**src/rtl/ahb3lite_interconnect_master_port.sv**
```systemverilog
// Master-side port of the AHB-Lite interconnect: address decode, grant wait with replay, response mux.
// Zero added latency when granted; stalls the master (HREADYOUT=0) while the target port has not granted it.
module ahb3lite_interconnect_master_port #(
    parameter int HADDR_SIZE = 32,
    parameter int HDATA_SIZE = 32,
    parameter int SLAVES     = 8
) (
    input  logic                  HRESETn,
    input  logic                  HCLK,

    input  logic                  mstHSEL,
    input  logic [HADDR_SIZE-1:0] mstHADDR,
    input  logic [HDATA_SIZE-1:0] mstHWDATA,
    input  logic                  mstHWRITE,
    input  logic [2:0]            mstHSIZE,
    input  logic [2:0]            mstHBURST,
    input  logic [3:0]            mstHPROT,
    input  logic [1:0]            mstHTRANS,
    input  logic                  mstHMASTLOCK,
    input  logic                  mstHREADY,
    output logic [HDATA_SIZE-1:0] mstHRDATA,
    output logic                  mstHREADYOUT,
    output logic                  mstHRESP,

    input  logic [HADDR_SIZE-1:0] slvHADDRbase [SLAVES],
    input  logic [HADDR_SIZE-1:0] slvHADDRmask [SLAVES],

    output logic [SLAVES-1:0]     slvHSEL,
    output logic [HADDR_SIZE-1:0] slvHADDR,
    output logic [HDATA_SIZE-1:0] slvHWDATA,
    output logic                  slvHWRITE,
    output logic [2:0]            slvHSIZE,
    output logic [2:0]            slvHBURST,
    output logic [3:0]            slvHPROT,
    output logic [1:0]            slvHTRANS,
    output logic                  slvHMASTLOCK,
    output logic                  slvHREADY,
    input  logic [HDATA_SIZE-1:0] slvHRDATA [SLAVES],
    input  logic [SLAVES-1:0]     slvHREADYOUT,
    input  logic [SLAVES-1:0]     slvHRESP,
    input  logic [SLAVES-1:0]     slvgranted,
    output logic [SLAVES-1:0]     can_switch
);

    localparam int SLAVE_BITS = (SLAVES == 1) ? 1 : $clog2(SLAVES);

    localparam logic [1:0] HTRANS_IDLE   = 2'b00;
    localparam logic [1:0] HTRANS_NONSEQ = 2'b10;
    localparam logic [1:0] HTRANS_SEQ    = 2'b11;

    typedef enum logic [1:0] {ST_PASS, ST_WAIT, ST_ERR1, ST_ERR2} state_t;

    typedef struct packed {
        logic [HADDR_SIZE-1:0] addr;
        logic                  write;
        logic [2:0]            size;
        logic [2:0]            burst;
        logic [3:0]            prot;
        logic [1:0]            trans;
        logic                  lock;
    } ap_t;

    state_t                r_state;
    state_t                w_state_nxt;
    logic [SLAVES-1:0]     r_dp_sel;
    logic [SLAVES-1:0]     w_dp_sel_nxt;
    logic [SLAVES-1:0]     r_pend_sel;
    ap_t                   r_pend;
    ap_t                   w_mst_ap;
    ap_t                   w_eff;
    logic                  w_latch;

    logic [SLAVES-1:0]     w_match;
    logic [SLAVES-1:0]     w_decode;
    logic [SLAVE_BITS-1:0] w_dp_idx;
    logic                  w_dp_any;
    logic                  w_slv_hready;
    logic                  w_accept;
    logic                  w_active;
    logic                  w_dec_go;
    logic                  w_pend_go;
    logic                  w_can_switch;

    // Address decode; a zero mask disables the port, lowest matching index wins.
    always_comb begin
        w_match = '0;
        for (int s = 0; s < SLAVES; s++) begin
            w_match[s] = (|slvHADDRmask[s]) &&
                         ((mstHADDR & slvHADDRmask[s]) == (slvHADDRbase[s] & slvHADDRmask[s]));
        end
    end

    assign w_decode = w_match & (~w_match + SLAVES'(1));

    always_comb begin
        w_dp_idx = '0;
        for (int s = 0; s < SLAVES; s++) begin
            if (r_dp_sel[s]) w_dp_idx = SLAVE_BITS'(s);
        end
    end

    assign w_dp_any     = |r_dp_sel;
    assign w_slv_hready = w_dp_any ? slvHREADYOUT[w_dp_idx] : 1'b1;
    assign slvHREADY    = w_slv_hready;
    assign mstHRDATA    = w_dp_any ? slvHRDATA[w_dp_idx] : '0;

    always_comb begin
        mstHREADYOUT = w_slv_hready;
        mstHRESP     = w_dp_any ? slvHRESP[w_dp_idx] : 1'b0;
        case (r_state)
            ST_WAIT: begin mstHREADYOUT = 1'b0; mstHRESP = 1'b0; end
            ST_ERR1: begin mstHREADYOUT = 1'b0; mstHRESP = 1'b1; end
            ST_ERR2: begin mstHREADYOUT = 1'b1; mstHRESP = 1'b1; end
            default: ;
        endcase
    end

    assign w_accept  = mstHSEL & mstHREADY & mstHREADYOUT;
    assign w_active  = mstHTRANS[1];
    assign w_dec_go  = |(w_decode & slvgranted & slvHREADYOUT);
    assign w_pend_go = |(r_pend_sel & slvgranted & slvHREADYOUT);

    always_comb begin
        w_state_nxt  = r_state;
        w_dp_sel_nxt = '0;
        w_latch      = 1'b0;
        case (r_state)
            ST_PASS, ST_ERR2: begin
                w_state_nxt = ST_PASS;
                if (w_accept && w_active) begin
                    if (w_decode == '0) begin
                        w_state_nxt = ST_ERR1;
                    end else if (w_dec_go) begin
                        w_dp_sel_nxt = w_decode;
                    end else begin
                        w_state_nxt = ST_WAIT;
                        w_latch     = 1'b1;
                    end
                end
            end
            ST_WAIT: begin
                if (w_pend_go) begin
                    w_state_nxt  = ST_PASS;
                    w_dp_sel_nxt = r_pend_sel;
                end
            end
            ST_ERR1: w_state_nxt = ST_ERR2;
            default: w_state_nxt = ST_PASS;
        endcase
    end

    always_ff @(posedge HCLK or negedge HRESETn) begin
        if (!HRESETn) begin
            r_state    <= ST_PASS;
            r_dp_sel   <= '0;
            r_pend_sel <= '0;
            r_pend     <= '0;
        end else begin
            r_state <= w_state_nxt;
            if (w_slv_hready) r_dp_sel <= w_dp_sel_nxt;
            if (w_latch) begin
                r_pend_sel <= w_decode;
                r_pend     <= w_mst_ap;
            end
        end
    end

    assign w_mst_ap = '{addr:  mstHADDR,  write: mstHWRITE, size: mstHSIZE,
                        burst: mstHBURST, prot:  mstHPROT,  trans: mstHTRANS,
                        lock:  mstHMASTLOCK};

    // A replayed SEQ beat becomes NONSEQ: the slave port never saw the burst start.
    always_comb begin
        w_eff   = w_mst_ap;
        slvHSEL = w_decode & {SLAVES{mstHSEL}};
        case (r_state)
            ST_WAIT: begin
                w_eff   = r_pend;
                slvHSEL = r_pend_sel;
                if (r_pend.trans == HTRANS_SEQ) w_eff.trans = HTRANS_NONSEQ;
            end
            ST_ERR1: begin
                w_eff.trans = HTRANS_IDLE;
                slvHSEL     = '0;
            end
            default: ;
        endcase
    end

    assign slvHADDR     = w_eff.addr;
    assign slvHWRITE    = w_eff.write;
    assign slvHSIZE     = w_eff.size;
    assign slvHBURST    = w_eff.burst;
    assign slvHPROT     = w_eff.prot;
    assign slvHTRANS    = w_eff.trans;
    assign slvHMASTLOCK = w_eff.lock;
    assign slvHWDATA    = mstHWDATA;

    assign w_can_switch = ~w_eff.lock & ((w_eff.trans == HTRANS_IDLE) || (w_eff.trans == HTRANS_NONSEQ));
    assign can_switch   = {SLAVES{w_can_switch}};

endmodule

```
**config.mk**
```make
export PLATFORM = sky130hd
export DESIGN_NAME = ahb3lite_interconnect_master_port
export DESIGN_NICKNAME = d
export VERILOG_FILES = /design/src/rtl/ahb3lite_interconnect_master_port.sv
export SDC_FILE = /design/constraint.sdc
export NUM_CORES = 1
export LEC_CHECK = 0
export ABC_AREA = 1
export CAP_MARGIN = 20
export CORE_AREA = 4 4 387 389
export CTS_CLUSTER_SIZE = 14
export DETAILED_ROUTE_END_ITERATION = 8
export DIE_AREA = 0 0 391 393
export GPL_TIMING_DRIVEN = 1
export PLACE_DENSITY_LB_ADDON = 0.3
export REMOVE_ABC_BUFFERS = 1
export SYNTH_ARGS = -nofsm -noshare
export SYNTH_HDL_FRONTEND = slang
export SYNTH_SLANG_ARGS = --single-unit
```
**constraint.sdc**
```tcl
create_clock -name HCLK -period 4.6 [get_ports HCLK]
set_input_delay 0.92 -clock HCLK [delete_from_list [all_inputs] [get_ports HCLK]]
set_output_delay 0.92 -clock HCLK [all_outputs]
set_load 0.01 [all_outputs]
```
# After elaboration in Yosys (flattened, before gate mapping)
# Index checks and enable logic that the tools add are counted.
[word_totals]
elab_cells = 120
inputBits = 874
reg_bits = 64
out_inout_bits = 129
[classes]
magnitude_cmp = 2
mux = 38
bitwise = 28
n_eq_ne = 14
addsub = 1
n_reduce_logical = 27
[ops]
columns = ["cell", "n"]
rows = [
  ["$and 32x32->32", 16],
  ["$eq 32x32->1", 8],
  ["$reduce_or 32->1", 8],
  ["$bmux 32 s3", 1],
  ["$mux 32", 3],
  ["$and 8x8->8", 6],
  ["$mux 43", 1],
  ["$mux 8", 4],
  ["$pmux 8 s2", 2],
  ["$reduce_or 8->1", 3],
  ["$mux 3", 6],
  ["$mux 1", 11],
  ["$logic_and 1x1->1", 9],
  ["$add 8x1->8 const B", 1],
  ["$eq 2x2->1 const B", 4],
  ["$logic_not 8->1", 1],
  ["$mux 2", 4],
  ["$not 8->8", 1],
  ["$bmux 1 s3", 2],
  ["$pmux 2 s3", 1],
  ["$reduce_or 2->1", 3],
  ["$ge 4x4->1 const B", 1],
  ["$logic_not 2->1", 2],
  ["$lt 3x4->1 const B", 1],
  ["other kinds (8)", 11],
]

# Logic depth before layout (Yosys ltp)
# Gate-level depths: netlist (run 1).
[depth]
word_depth = 15
ltp_mapped = 22
depth_no_buf = 18

# Worst setup path after synthesis (run 1)
# OpenSTA, ideal clock, no wires.
[synth_timing]
path_kind = "input-to-output"
startpoint = "in mstHADDR[1]"
endpoint = "out slvHSEL[7]"
setup_slack_ns = 1.355
t_arrival_ns = 2.325
cell_stages = 14
required_time_ns = 3.680
path_buffers = 2
path_cell_list = "buf_6 -> inv_4 -> buf_6 -> nand3_1 -> nand2_1 -> nor2_1 -> nand2_1 -> nor2_1 -> nand3_1 -> nor2_1 -> nand3_1 -> nor2_2 -> nand2_1 -> o21ai_0"
[synth_between]
elab_chain_len = 8
elab_cells_between_ends = 29
classes_between = "add/sub: 1; eq/ne: 8; mux: 1; bitwise: 11; reduce/logical: 8"
[synth_rtl]
columns = ["item", "line", "text"]
rows = [
  ["from (decl)", "12", "input logic [HADDR_SIZE-1:0] mstHADDR,"],
  ["$and 32x32->32", "89", "((mstHADDR & slvHADDRmask[s]) == (slvHADDRbase[s] & slvHADDRmask[s]));"],
  ["$eq 32x32->1", "89", ""],
  ["$logic_and 1x1->1", "88", "w_match[s] = (|slvHADDRmask[s]) &&"],
  ["$not 8->8", "93", "assign w_decode = w_match & (~w_match + SLAVES'(1));"],
  ["$add 8x1->8", "93", ""],
  ["$and 8x8->8 *", "93", ""],
  ["$and 8x8->8 *", "175", "slvHSEL = w_decode & {SLAVES{mstHSEL}};"],
  ["$pmux 8 s2 *", "176", "case (r_state)"],
  ["to (decl)", "28", "output logic [SLAVES-1:0] slvHSEL,"],
]
# Mark *: on every way between the ends. The rest lies on a longest branch, timed or not.

# Final worst setup path (run 1)
[layout_timing]
startpoint = "in mstHADDR[13]"
endpoint = "out slvHSEL[4]"
# The elaborated chain is that of the path after synthesis.

==> impl_metrics.yaml, run 1 <==
logic_synthesis:
  yosys-top-cells-count: "744 x nand2_1, 469 x nor2_1, 264 x nand3_1"
  yosys_warnings: 0
  yosysMostFrequentCell: "nand2_1"
  synthCells: 2481
  synth_seq_cells: 64
  netlist.area_leader.share_pct: 21.8
  postSynthAreaPerCell_um2: 5.15
  synthesis.area_um2: 12800
  netlist_top_cells_area: "nand2_1 22%, nor2_1 14%, dfrtp_1 13%"
  synth_edf_count: 0
  synth.distinct_cells: 44
  async_reset_ff_share_pct: 100
  yosys.area.top_type: "nand2_1"
  seq_area_frac_synth_pct: 12.5
  ys.flop_type: "dfrtp_1"
routing:
  detail_route.iter0.violations: 1316
  vias: 20800
  drt_first_pass_iters: 6
  ant_nets: 0
  wl_per_cell_um: 31.2
  viasPerCell: 3.84
  routed_wl_um: 169000
  drc: 0
clocking:
  cts_buffers: 9
  tritoncts: "built"
  clock-root-buffer: "clkbuf_16"
  cts.sinks: 64
  hold_buffers: 0
  cts.clk_slew.worst_paths_ps: 70
  h-tree-depth: 3
  clkLatencyLatePin_ps: 410
  clock_path_buffers: 2
critical_path:
  slowest_stage: "clkdlybuf4s50_1"
  startpoint_type: "primary input"
  crit_required_ps: 3680
  crit_fanout: 4
  crit_path_frequent_cell: "nand2_1"
  slowest_delay_ps: 590
  path_class: "primary input to primary output"
  crit_path_cell_trace: "clkdlybuf4s50_1 > inv_1 > buf_4 > nand2_1 > nand3_1 > nand2_1 > nor2_1 > nand2_1 > nor2_1 > nand3_1 > nand2_1 > nor2_2 > nand2_1 > o21ai_0 > buf_12"
  arrival_ps: 3540
  critPathBufInv: 4
  critical_path.top_delay_family: "simple AND/OR/NAND/NOR gates"
  cp-end-kind: "primary output"
pwr:
  p_per_area_nw_per_um2: 137
  leakagePower_uw: 0.0107
  p_total_uw: 3480
  ir_drop_mv: 0.199
place:
  gp_congestion: 0.900
  dpl.hpwl_um: 154000
  numPortBuffers: 938
  dp_cells: 5330
global_routing:
  grt_use_total_pct: 20.9
  grt_antenna_before_repair: 220
  grt_remaining_overflow: 0
  grt_pass1_wl_um: 207000
  grt_pass1_vias: 20100
  grt_max_degree: 137
timing:
  setup_viol: 0
  skew_ps: 16.9
  max_slew.worst_pin.slew_ps: 719
  slew_headroom_pct: 52.1
  hold_ws_ps: 469
  post-route-period-util_pct: 96.9
  max_freq_mhz: 224
  rsz0062_at_grt: "no"
  hold_viol: 0
  report.final.slew_viol_count: 0
  post-route-min-period_ps: 4460
job:
  cap_violations: 0
floorplan:
  die_area_um2: 154000
  dieWidth_um: 391
  start_util_pct: 8.71
  core-area_um2: 147000
  fp.dieH_um: 393
  ios: 1003
  num_rows: 141
finish:
  area_growth_pct: 99.4
  final_nets: 4291
  stdcell_count: 5412
  nFillCells: 17000
  drive_gt1_share_pct: 8.37
outcome:
  status: "complete, no violations"
min_path:
  hold_class: "flip-flop to flip-flop"
[timing repair]
action,4_1_cts,5_1_grt
buffers inserted,0,1
resized for setup,15,20
gates cloned,0,0
pin swaps,1,0
endpoints found under the setup margin,7,5
hold endpoints to repair,0,0
[sequential cells by signal, indices dropped and copies added (netlist names)]
name	cells
r_state	2
r_pend_sel	8
r_dp_sel	8
r_pend	46
[area by class of cell]
class / count / area (um2) / share of cell area [%]
repair buffers: 1063 / 10600 / 41.7
multi-input cells: 2033 / 9480 / 37.2
well taps: 1930 / 2410 / 9.47
flip-flops and latches: 64 / 1600 / 6.28
inverters: 241 / 917 / 3.60
clock buffers: 11 / 253 / 0.992
diodes: 65 / 163 / 0.638
clock inverters: 5 / 38.8 / 0.152
[cell families (layout without fill, tap and decap cells)]
family / Yosys count / after routing / share of synthesized area [%]
other cells: 0 / 65 / 0
simple gates: 1618 / 1618 / 53.7
fa+ha+maj: 5 / 5 / 0.489
flops: 64 / 64 / 12.5
compound gates: 408 / 408 / 19.0
xor+xnor: 2 / 2 / 0.137
buf+inv: 384 / 1320 / 14.1
[through the flow]
step           TNS, ps  util (%)  worst slack [ps]  area, um2
3_3_place_gp     -1710      17.0              -476      24900
2_1_floorplan   -76840         -             -2110      11900
3_5_place_dp     -1650      17.0              -446      24900
5_1_grt              0      17.3              1.86      25400
4_1_cts              0      17.2              12.6      25200
6_report             0      17.4               141      25500
[cells in the final DEF (no fill, tap or decap), types with 4 or more instances in the layout]
cell	count
a21oi_1	25
a22o_1	33
and2_1	4
buf_12	24
buf_4	111
clkbuf_16	9
clkdlybuf4s50_1	918
dfrtp_1	64
diode_2	65
dlymetal6s2s_1	5
ha_1	4
inv_1	216
inv_2	17
nand2_1	743
nand2_2	9
nand3_1	260
nand3_2	10
nand3_4	4
nand3b_1	20
nand4_1	12
nor2_1	460
nor2_2	18
nor4_1	4
o21ai_0	217
o21ai_1	16
o21ai_2	38
o22ai_1	70
or2_1	43
or2_2	18
[routing by layer]
| metal | vias up | routed length [um] | track usage (%) |
|---|---|---|---|
| met5 | - | 1060 | 0.861 |
| met4 | 136 | 4650 | 4.68 |
| met3 | 335 | 21800 | 12.4 |
| met2 | 1063 | 84800 | 38.5 |
| met1 | 9317 | 56300 | 19.8 |
| li1 | 9936 | - | - |
[path summary, 6_finish.rpt]
check,startpoint,to,slack (ps),cells after the start
max in group asynchronous,HRESETn,r_pend[38]$_DFFE_PN0P_,3200,2
worst min register to register,r_pend[2]$_DFFE_PN0P_,r_pend[2]$_DFFE_PN0P_,470,2
min in group asynchronous,HRESETn,r_pend[3]$_DFFE_PN0P_,530,1
worst max-delay path,mstHADDR[13],slvHSEL[4],140,15
worst max register to register,r_dp_sel[2]$_DFFE_PN0P_,r_pend[8]$_DFFE_PN0P_,1710,17
worst min-delay path,r_pend[2]$_DFFE_PN0P_,r_pend[2]$_DFFE_PN0P_,470,2
[report_power, final]
group	switching (uW)	internal, uW	leakage, uW	total [uW]
sequential	2.84	565	0.000862	568
combinational	1060	1070	0.00969	2130
clock	383	399	0.000143	782
[worst register-to-register path, cell delays in order (launching register included)]
cell and delay, ps:
dfrtp_1 400, o21ai_0 180, nand2_1 80, nand2_1 70, nand2_2 110, nand2_4 100
buf_12 430, nand2_1 120, nand3_1 100, nand3_1 130, nand3_1 160, nand2_2 130
nand2_1 120, nor2_2 80, nand2_8 180, buf_12 240, nand2_1 100, o21ai_1 80
Note: power is estimated with default switching activity, not from simulation.
==> inputs of run 2 (changes only) <==
--- a/config.mk
+++ b/config.mk
@@ -12,6 +12,7 @@
 export DETAILED_ROUTE_END_ITERATION = 8
 export DIE_AREA = 0 0 391 393
 export GPL_TIMING_DRIVEN = 1
+export MAX_ROUTING_LAYER = met4
 export PLACE_DENSITY_LB_ADDON = 0.3
 export REMOVE_ABC_BUFFERS = 1
 export SYNTH_ARGS = -nofsm -noshare
==> impl_metrics.yaml, run 2 (synthesized netlist as in run 1, its figures left out) <==
finish:
  utilization_pct: 17.5
  drive_gt1_share_pct: 8.43
  seq_area_um2: 1600
  final_nets: 4289
  multiInputGateArea_um2: 9500
  reg_top3: "r_pend: 46 flops, r_dp_sel: 8 flops, r_pend_sel: 8 flops"
  layout_commonest_cell: "clkdlybuf4s50_1"
  regMostFlops: "r_pend"
  nFillCells: 17000
  area_growth_pct: 101
  largest_register_ffs: 46
  final_cell_mix: "920 x clkdlybuf4s50_1, 743 x nand2_1, 458 x nor2_1, 260 x nand3_1, 216 x inv_1"
critical_path:
  crit_required_ps: 3680
  crit_fanout: 8
  crit_path_frequent_cell: "nand2_1"
  startpoint_type: "primary input"
  crit_path_cell_trace: "clkdlybuf4s50_1 > buf_4 > inv_2 > nand2_1 > nand3_1 > nand2_1 > nor2_1 > nand2_1 > nor2_2 > nand3_2 > nand2_2 > nor2_2 > and2_1 > a32o_1 > buf_12"
  cp-end-kind: "primary output"
  startpoint: "mstHADDR[30]"
  arrival_ps: 3550
  r2r-start: "r_dp_sel[5]$_DFFE_PN0P_"
  slowest_stage: "clkdlybuf4s50_1"
  rrSetupSlack_ps: 1750
  path_class: "primary input to primary output"
  slowest_delay_ps: 580
place:
  gp_congestion: 0.939
  numPortBuffers: 938
  dpl.hpwl_um: 153000
  post-place-ws_ps: -516
min_path:
  hp-start: "r_pend[2]$_DFFE_PN0P_"
  hold_class: "flip-flop to flip-flop"
timing:
  hold_viol: 0
  hold_ws_ps: 473
  report.final.slew_viol_count: 0
  max_freq_mhz: 224
  post-route-period-util_pct: 97.2
  worst_slack_ps: 128
  rsz0062_at_grt: "yes"
  setup_viol: 0
  max_slew.worst_pin.slew_ps: 796
  post-route-min-period_ps: 4470
  skew_ps: 15.8
  slew_headroom_pct: 46.3
pwr:
  leakagePower_uw: 0.0107
  p_per_area_nw_per_um2: 138
  ir_drop_mv: 0.204
routing:
  wl_met2_um: 85000
  met1_length_um: 57300
  drc: 0
  detail_route.iter0.violations: 1085
  wl_met3_um: 21500
  routed_wl_um: 169000
  viasPerCell: 3.80
  ant_nets: 0
  wl_per_cell_um: 30.8
  vias: 20800
  drt_first_pass_iters: 5
  top_layer_used: "met4"
clocking:
  tritoncts: "built"
  hold_buffers: 0
  cts_buffers: 9
  clock_path_buffers: 2
  clock-root-buffer: "clkbuf_16"
  post_cts_buffers: 0
  cts.clk_slew.worst_paths_ps: 60
  clkLatencyLatePin_ps: 410
  h-tree-depth: 3
  cts.sinks: 64
floorplan:
  fp.dieH_um: 393
  dieWidth_um: 391
  die_area_um2: 154000
  start_util_pct: 8.71
  ios: 1003
  num_rows: 141
  core-area_um2: 147000
global_routing:
  grt_pass1_vias: 20400
  grt_remaining_overflow: 0
  grt_max_degree: 127
  grt_pass1_wl_um: 208000
  grt_use_total_pct: 21.6
  grt_antenna_before_repair: 218
outcome:
  status: "complete, no violations"
job:
  cap_violations: 0
run 2: layer usage:
| metal | GRT usage, % | vias to the layer above |
|---|---|---|
| met2 | 38.6 | 1109 |
| met4 | 5.26 | 0 |
| li1 | - | 10000 |
| met5 | - | - |
| met1 | 20.2 | 9455 |
| met3 | 11.9 | 190 |
run 2: metrics by stage:
stage	TNS (ps)	total power, uW	instance area, um2	cells
finish	0	3530	25700	5479
global route	-3.24	3760	25700	5466
CTS	0	3630	25300	5345
detailed placement	-1690	2740	24900	5329
global placement	-1700	2750	24900	5329
floorplan	-76840	1200	11900	2338
run 2: path summary, 6_finish.rpt:
| kind | to | depth (start not counted) |
|---|---|---|
| max in group asynchronous | r_pend[20]$_DFFE_PN0P_ | 2 |
| min in group asynchronous | r_pend[3]$_DFFE_PN0P_ | 1 |
| hold reg to reg | r_pend[2]$_DFFE_PN0P_ | 2 |
| hold / removal | r_pend[2]$_DFFE_PN0P_ | 2 |
| setup / recovery | slvHSEL[6] | 15 |
| setup reg to reg | r_pend[36]$_DFFE_PN0P_ | 13 |
run 2: what timing repair did:
item | 4_1_cts | 5_1_grt
cloned | 0 | 0
hold endpoints to repair | 0 | 0
pin swaps | 1 | 0
setup endpoints to repair | 7 | 7
resized for setup | 14 | 21
run 2: area by class of cell:
class                           count  share of cell area, %
Inverter                          241                   3.57
Clock inverter                      5                  0.248
Tap cell                         1930                   9.40
Timing Repair Buffer             1061                   41.3
Clock buffer                       11                  0.945
Multi-Input combinational cell   2033                   37.0
Antenna cell                      134                   1.31
Sequential cell                    64                   6.23
run 2: worst max-delay path, delay by kind of cell:
family | cells | cell delay (ps)
and+or+nand+nor | 10 | 1260
buffers and inverters | 4 | 1090
AOI/OAI and AO/OA | 1 | 250
run 2: where the power goes:
group / total [uW] / leakage [uW] / switching (uW) / internal, uW
Combinational: 2130 / 0.00968 / 1060 / 1070
Sequential: 568 / 0.000862 / 2.97 / 565
Clock: 837 / 0.000148 / 396 / 441
Total: 3530 / 0.0107 / 1460 / 2080
==> inputs of run 3 (changes only) <==
--- a/config.mk
+++ b/config.mk
@@ -7,10 +7,10 @@
 export LEC_CHECK = 0
 export ABC_AREA = 1
 export CAP_MARGIN = 20
-export CORE_AREA = 4 4 387 389
+export CORE_AREA = 2 2 385 387
 export CTS_CLUSTER_SIZE = 14
 export DETAILED_ROUTE_END_ITERATION = 8
-export DIE_AREA = 0 0 391 393
+export DIE_AREA = 0 0 387 389
 export GPL_TIMING_DRIVEN = 1
 export MAX_ROUTING_LAYER = met4
 export PLACE_DENSITY_LB_ADDON = 0.3
==> impl_metrics.yaml, run 3 (synthesized netlist as in run 1, its figures left out) <==
floorplan:
  dieWidth_um: 387
  die_area_um2: 151000
  fp.dieH_um: 389
  core-area_um2: 147000
  start_util_pct: 8.72
  ios: 1003
  num_rows: 141
timing:
  setup-tns-final_ps: 0
  max_freq_mhz: 224
  post-route-min-period_ps: 4470
  rsz0062_at_grt: "no"
  max_slew.worst_pin.slew_ps: 777
  slew_headroom_pct: 48.2
  report.final.slew_viol_count: 0
  post-route-period-util_pct: 97.1
  worst_slack_ps: 135
  setup_viol: 0
  hold_viol: 0
  skew_ps: 32.2
finish:
  layout_commonest_cell: "clkdlybuf4s50_1"
  drive_gt1_share_pct: 7.51
  area_growth_pct: 99.8
  final_cell_mix: "920 x clkdlybuf4s50_1, 741 x nand2_1, 464 x nor2_1, 260 x nand3_1, 218 x inv_1"
  multiInputGateArea_um2: 9460
  regMostFlops: "r_pend"
  nFillCells: 17000
  reg_top3: "r_pend: 46 flops, r_dp_sel: 8 flops, r_pend_sel: 8 flops"
  final_nets: 4269
  largest_register_ffs: 46
  utilization_pct: 17.4
  seq_area_um2: 1600
global_routing:
  use_met2_pct: 38.3
  top_usage_layer: "met2"
  grt_pass1_vias: 20700
  grt_max_degree: 137
  grt_antenna_before_repair: 233
  use_met3_pct: 12.2
  grt_pass1_wl_um: 210000
  grt_use_met1_pct: 20.7
  grt_use_total_pct: 22.2
  grt_remaining_overflow: 0
clocking:
  clkLatencyLatePin_ps: 420
  cts.clk_slew.worst_paths_ps: 80
  tritoncts: "built"
  clock_path_buffers: 2
  h-tree-depth: 3
  cts_buffers: 9
  cts.sinks: 64
  clock-root-buffer: "clkbuf_16"
  post_cts_buffers: 0
pwr:
  p_per_area_nw_per_um2: 138
  p_int_uw: 2050
  switching_share_pct: 41.9
  pwr-share-seq_pct: 16.1
  pwr-share-clk_pct: 23.5
  switchingPower_uw: 1480
  pwr-share-comb_pct: 60.4
  ir_drop_mv: 0.200
  leakagePower_uw: 0.0106
routing:
  detail_route.iter0.violations: 1309
  drc: 0
  vias: 20900
  viasPerCell: 3.82
  routed_wl_um: 167000
  ant_nets: 0
  wl_per_cell_um: 30.7
  drt_first_pass_iters: 8
critical_path:
  path_class: "primary input to primary output"
  crit_required_ps: 3680
  r2r-start: "r_dp_sel[2]$_DFFE_PN0P_"
  cp-end-kind: "primary output"
  arrival_ps: 3550
  startpoint: "mstHADDR[1]"
  crit_fanout: 11
  startpoint_type: "primary input"
job:
  cap_violations: 0
place:
  dpl.hpwl_um: 151000
  post-place-ws_ps: -255
  numPortBuffers: 938
  gp_congestion: 0.904
outcome:
  status: "complete, no violations"
min_path:
  hold_class: "flip-flop to flip-flop"
  hp-start: "r_pend[2]$_DFFE_PN0P_"
==> run 3: cell types whose count changed in the layout (fill, tap and decap cells not counted), sizes merged <==
cell           previous run  this run
diode                   134       131
clkdlybuf4s15             1         0
inv                     236       238
clkbuf                   11         9
buf                     136       113
dlygate4sd2               1         2
dlymetal6s2s              3         6
==> run 3: final timing paths <==
check | end | slack, ps | depth (start not counted)
worst min register to register | r_pend[2]$_DFFE_PN0P_ | 480 | 2
worst max register to register | r_pend[24]$_DFFE_PN0P_ | 1510 | 14
min in group asynchronous | r_pend[3]$_DFFE_PN0P_ | 550 | 1
worst max-delay path | slvHSEL[6] | 130 | 15
worst min-delay path | r_pend[2]$_DFFE_PN0P_ | 480 | 2
max in group asynchronous | r_pend[15]$_DFFE_PN0P_ | 3000 | 2
==> run 3: area by class of cell <==
class,instances,area share (%)
clock inverter,7,0.279
inverter,241,3.58
multi-input combinational,2033,37.1
antenna,131,1.28
tap,1930,9.46
timing repair buffer,1041,41.2
sequential,64,6.27
clock buffer,9,0.882
==> run 3: routing by layer <==
metal	wire (um)	vias up
met4	6260	0
li1	-	10000
met5	0	-
met3	20000	229
met2	82200	1202
met1	58700	9426
==> run 3: critical path, stage by stage <==
cell	delay (ps)
clkdlybuf4s50_1	450
buf_12	180
inv_4	190
nand2_1	80
nand3_1	130
nand3_1	160
nor2_1	120
nand2_1	110
nor2_1	200
nand3_4	180
nand2_1	130
nor2_1	80
and2_1	190
a32o_1	250
buf_12	140
==> run 3: metrics by stage <==
| stage | hold WS [ps] | total power [uW] | instances | cell area [um2] |
|---|---|---|---|---|
| 3_5_place_dp | 457 | 2730 | 5309 | 24800 |
| 3_3_place_gp | 448 | 2730 | 5309 | 24800 |
| 2_1_floorplan | 432 | 1200 | 2338 | 11900 |
| 4_1_cts | 477 | 3610 | 5325 | 25200 |
| 5_1_grt | 487 | 3740 | 5452 | 25500 |
| 6_report | 476 | 3520 | 5456 | 25500 |
==> run 3: power by group through the flow <==
| stage | clock [uW] | combinational (uW) | sequential (uW) |
|---|---|---|---|
| 6_report | 828 | 2130 | 568 |
| 2_1_floorplan | 0 | 625 | 578 |
| 5_1_grt | 873 | 2300 | 568 |
| 3_3_place_gp | 0 | 2160 | 579 |
| 3_5_place_dp | 0 | 2160 | 579 |
| 4_1_cts | 871 | 2170 | 568 |
==> run 3: timing repair <==
item                       in CTS  in global routing
gates resized for setup         9                 20
setup endpoints to repair       7                  5
hold buffers                    0                  0
pin swaps                       0                  1
==> RTL edit, RTL diff (settings of run 1) <==
Set the parameter `HDATA_SIZE` to 16 (it was 32).
--- a/src/rtl/ahb3lite_interconnect_master_port.sv
+++ b/src/rtl/ahb3lite_interconnect_master_port.sv
@@ -3,5 +3,5 @@
 module ahb3lite_interconnect_master_port #(
     parameter int HADDR_SIZE = 32,
-    parameter int HDATA_SIZE = 32,
+    parameter int HDATA_SIZE = 16,
     parameter int SLAVES     = 8
 ) (
Interface: changed (resized mstHRDATA, mstHWDATA, slvHRDATA and slvHWDATA); port bits go from 1003 to 827. The function was not compared with the original's and may differ.
==> RTL edit against run 1 <==
Final cell count shrank 0.98%; area after synthesis shrank 6.0%; setup slack lost 0.034 ns; sequential cell count is the same; sequential share of layout area grew 0.15 points; non-clock buffer count grew 14; count of clock-buffer cells in the layout shrank 2; cell area shrank 2.4%; total power grew 3.1%; wire length shrank 12%; critical endpoint is now slvHSEL[5]; largest power group unchanged.
==> RTL edit: results (changes against run 1) <==
- Post-Synth Adder-Cell Area: 0.5204% (+0.031 points)
- DRT iter0 DRCs: 1368 (+4.0%)
- Top cells by instance count after synthesis: 880 x nand2_1, 394 x nor2_1, 272 x nand3_1
- Final Util: 16.95% (-0.42 points)
- Ranking of synthesized cells by area: nand2_1 27%, dfrtp_1 13%, nor2_1 12%, nand3_1 11%, inv_1 7.4%
- Largest regs: r_pend x46, r_dp_sel x8, r_pend_sel x8
- CP max FO: 9 (+5)
- Vias: 19820 (-4.7%)
- Unique masters post-synth: 45 (+2.3%)
- First-pass GRT wire length: 186300 µm (-10%)
- Wire length per cell: 27.75 µm (-11%)
- Max incr delay on CP: 0.58 ns
- Worst VDD drop: 0.2043 mV (+2.6%)
- Async SR Flop Fraction: 100.0% (unchanged)
- Slew margin rel.: 40.84% (-11 points)
- Clk slew on worst S/H paths: 0.07 ns (about the same)
- H-tree levels: 3 (unchanged)
- Clock Path Buffers: 2 (unchanged)
- Worst skew pair latency: 0.42 ns
- Sequential fraction of the synthesis area: 13.32% (+0.79 points)
- Critical Path Source: mstHADDR[24]
- Largest net degree at the start of global routing: 73 (-47%)
- Final net count: 4099 (-4.5%)
- Status: complete, no violations
- Root buffer selected by CTS: clkbuf_16
- Post-cts sizing count: 27 (+12)
- Number of setup buffers added after CTS: 0 (unchanged)
- DR vias/cell: 3.698 (-3.7%)
- Dominant combinational cell family by area after synthesis: simple AND/OR/NAND/NOR gates
- Leakage power: 11.13 nW (+4.1%)
- Arrival time at the worst endpoint: 3.57 ns (+0.03 ns)
- HP Class: flop to flop
- Share of cells above drive strength 1: 12.70% (+4.3 points)
- GRT Overall Usage: 18.53% (-2.4 points)
- Number of global-route vias before repair: 19261 (-4.1%)
- Place WS: -0.8466 ns (-0.4009 ns)
- Post-synthesis xor/xnor area fraction: 0.2186% (+0.082 points)
- Mapped Avg Cell Area: 5.055 µm² (-1.9%)
- 1st-pass router iterations: 5 (-1)
- Crit-path slowest cell: clkdlybuf4s50_1
- Yosys Warn Count: 0 (unchanged)
- TritonCTS Buffers: 9 (unchanged)
- Top_reg_cell synth: dfrtp_1
- Placed Cells: 5283 (-0.88%)
- Mux share of post-synthesis cell area: 0% (unchanged)
- Layout Skew: 0.02723 ns (+0.01029 ns)
- DP HPWL: 136100 µm (-11%)
- Hold path start: r_pend[2]
- Placed cell area: 24330 µm² (-2.4%)
- GPL Wtd Cong: 0.9278 (+3.1%)
- FILL cells: 17106 (+0.87%)
- Synth Area in Compound Gates: 13.59% (-5.4 points)
- RR Startpoint: r_dp_sel[1]
- Antenna violations before repair: 194 (-12%)
- Number of port buffers: 794 (-15%)
RTL edit: cell types whose count changed after synthesis, moves of 9 or more:
cell,run 1,this run
or2_2,18,4
o22ai_1,71,21
nand2_1,744,880
a32o_1,2,16
a22o_1,33,1
or2_1,43,31
inv_1,220,238
a21oi_1,25,34
o21ai_1,15,29
nor2_1,469,394
clkbuf_1,58,31
buf_4,57,45
o21ai_0,218,126
RTL edit: area by class of cell:
cell class,count,share of cell area [%]
well taps,1930,9.707
diodes,60,0.6036
inverters,271,4.160
repair buffers,1077,42.46
flip-flops and latches,64,6.438
clock inverters,7,0.5130
clock buffers,9,0.9053
multi-input cells,1941,35.22
RTL edit: through the flow:
stage / TNS (ns) / hold slack (ns)
2_1_floorplan: 0 / 0.4319
3_3_place_gp: -1.975 / 0.4459
3_5_place_dp: -1.785 / 0.4499
4_1_cts: 0 / 0.4696
5_1_grt: -0.04456 / 0.4918
6_report: 0 / 0.4695
RTL edit: worst paths after layout:
check / cells past startpoint / end / slack, ns
min in group asynchronous: 1 / r_pend[0] / 0.61
setup reg to reg: 16 / r_pend[27] / 1.78
max in group asynchronous: 2 / r_pend[29] / 2.97
hold reg to reg: 2 / r_pend[2] / 0.47
setup / recovery: 18 / slvHSEL[5] / 0.11
hold / removal: 2 / r_pend[2] / 0.47
RTL edit: layer usage:
metal	global-route usage, %	wire, µm
met2	32.31	71300
met3	8.736	15320
met5	0	676
met4	3.651	2849
met1	20.61	58560
RTL edit: report_power, final:
part	switching (W)	internal (W)
Combinational	0.00103	0.00104
Sequential	0.00000296	0.000565
Clock	0.000413	0.000539
RTL edit: worst max-delay path, delay by kind of cell:
kind                   cells  cell delay, ns
buffers and inverters      7            1.51
AND/OR/NAND/NOR           10            0.88
AO/OA/AOI/OAI              1            0.25
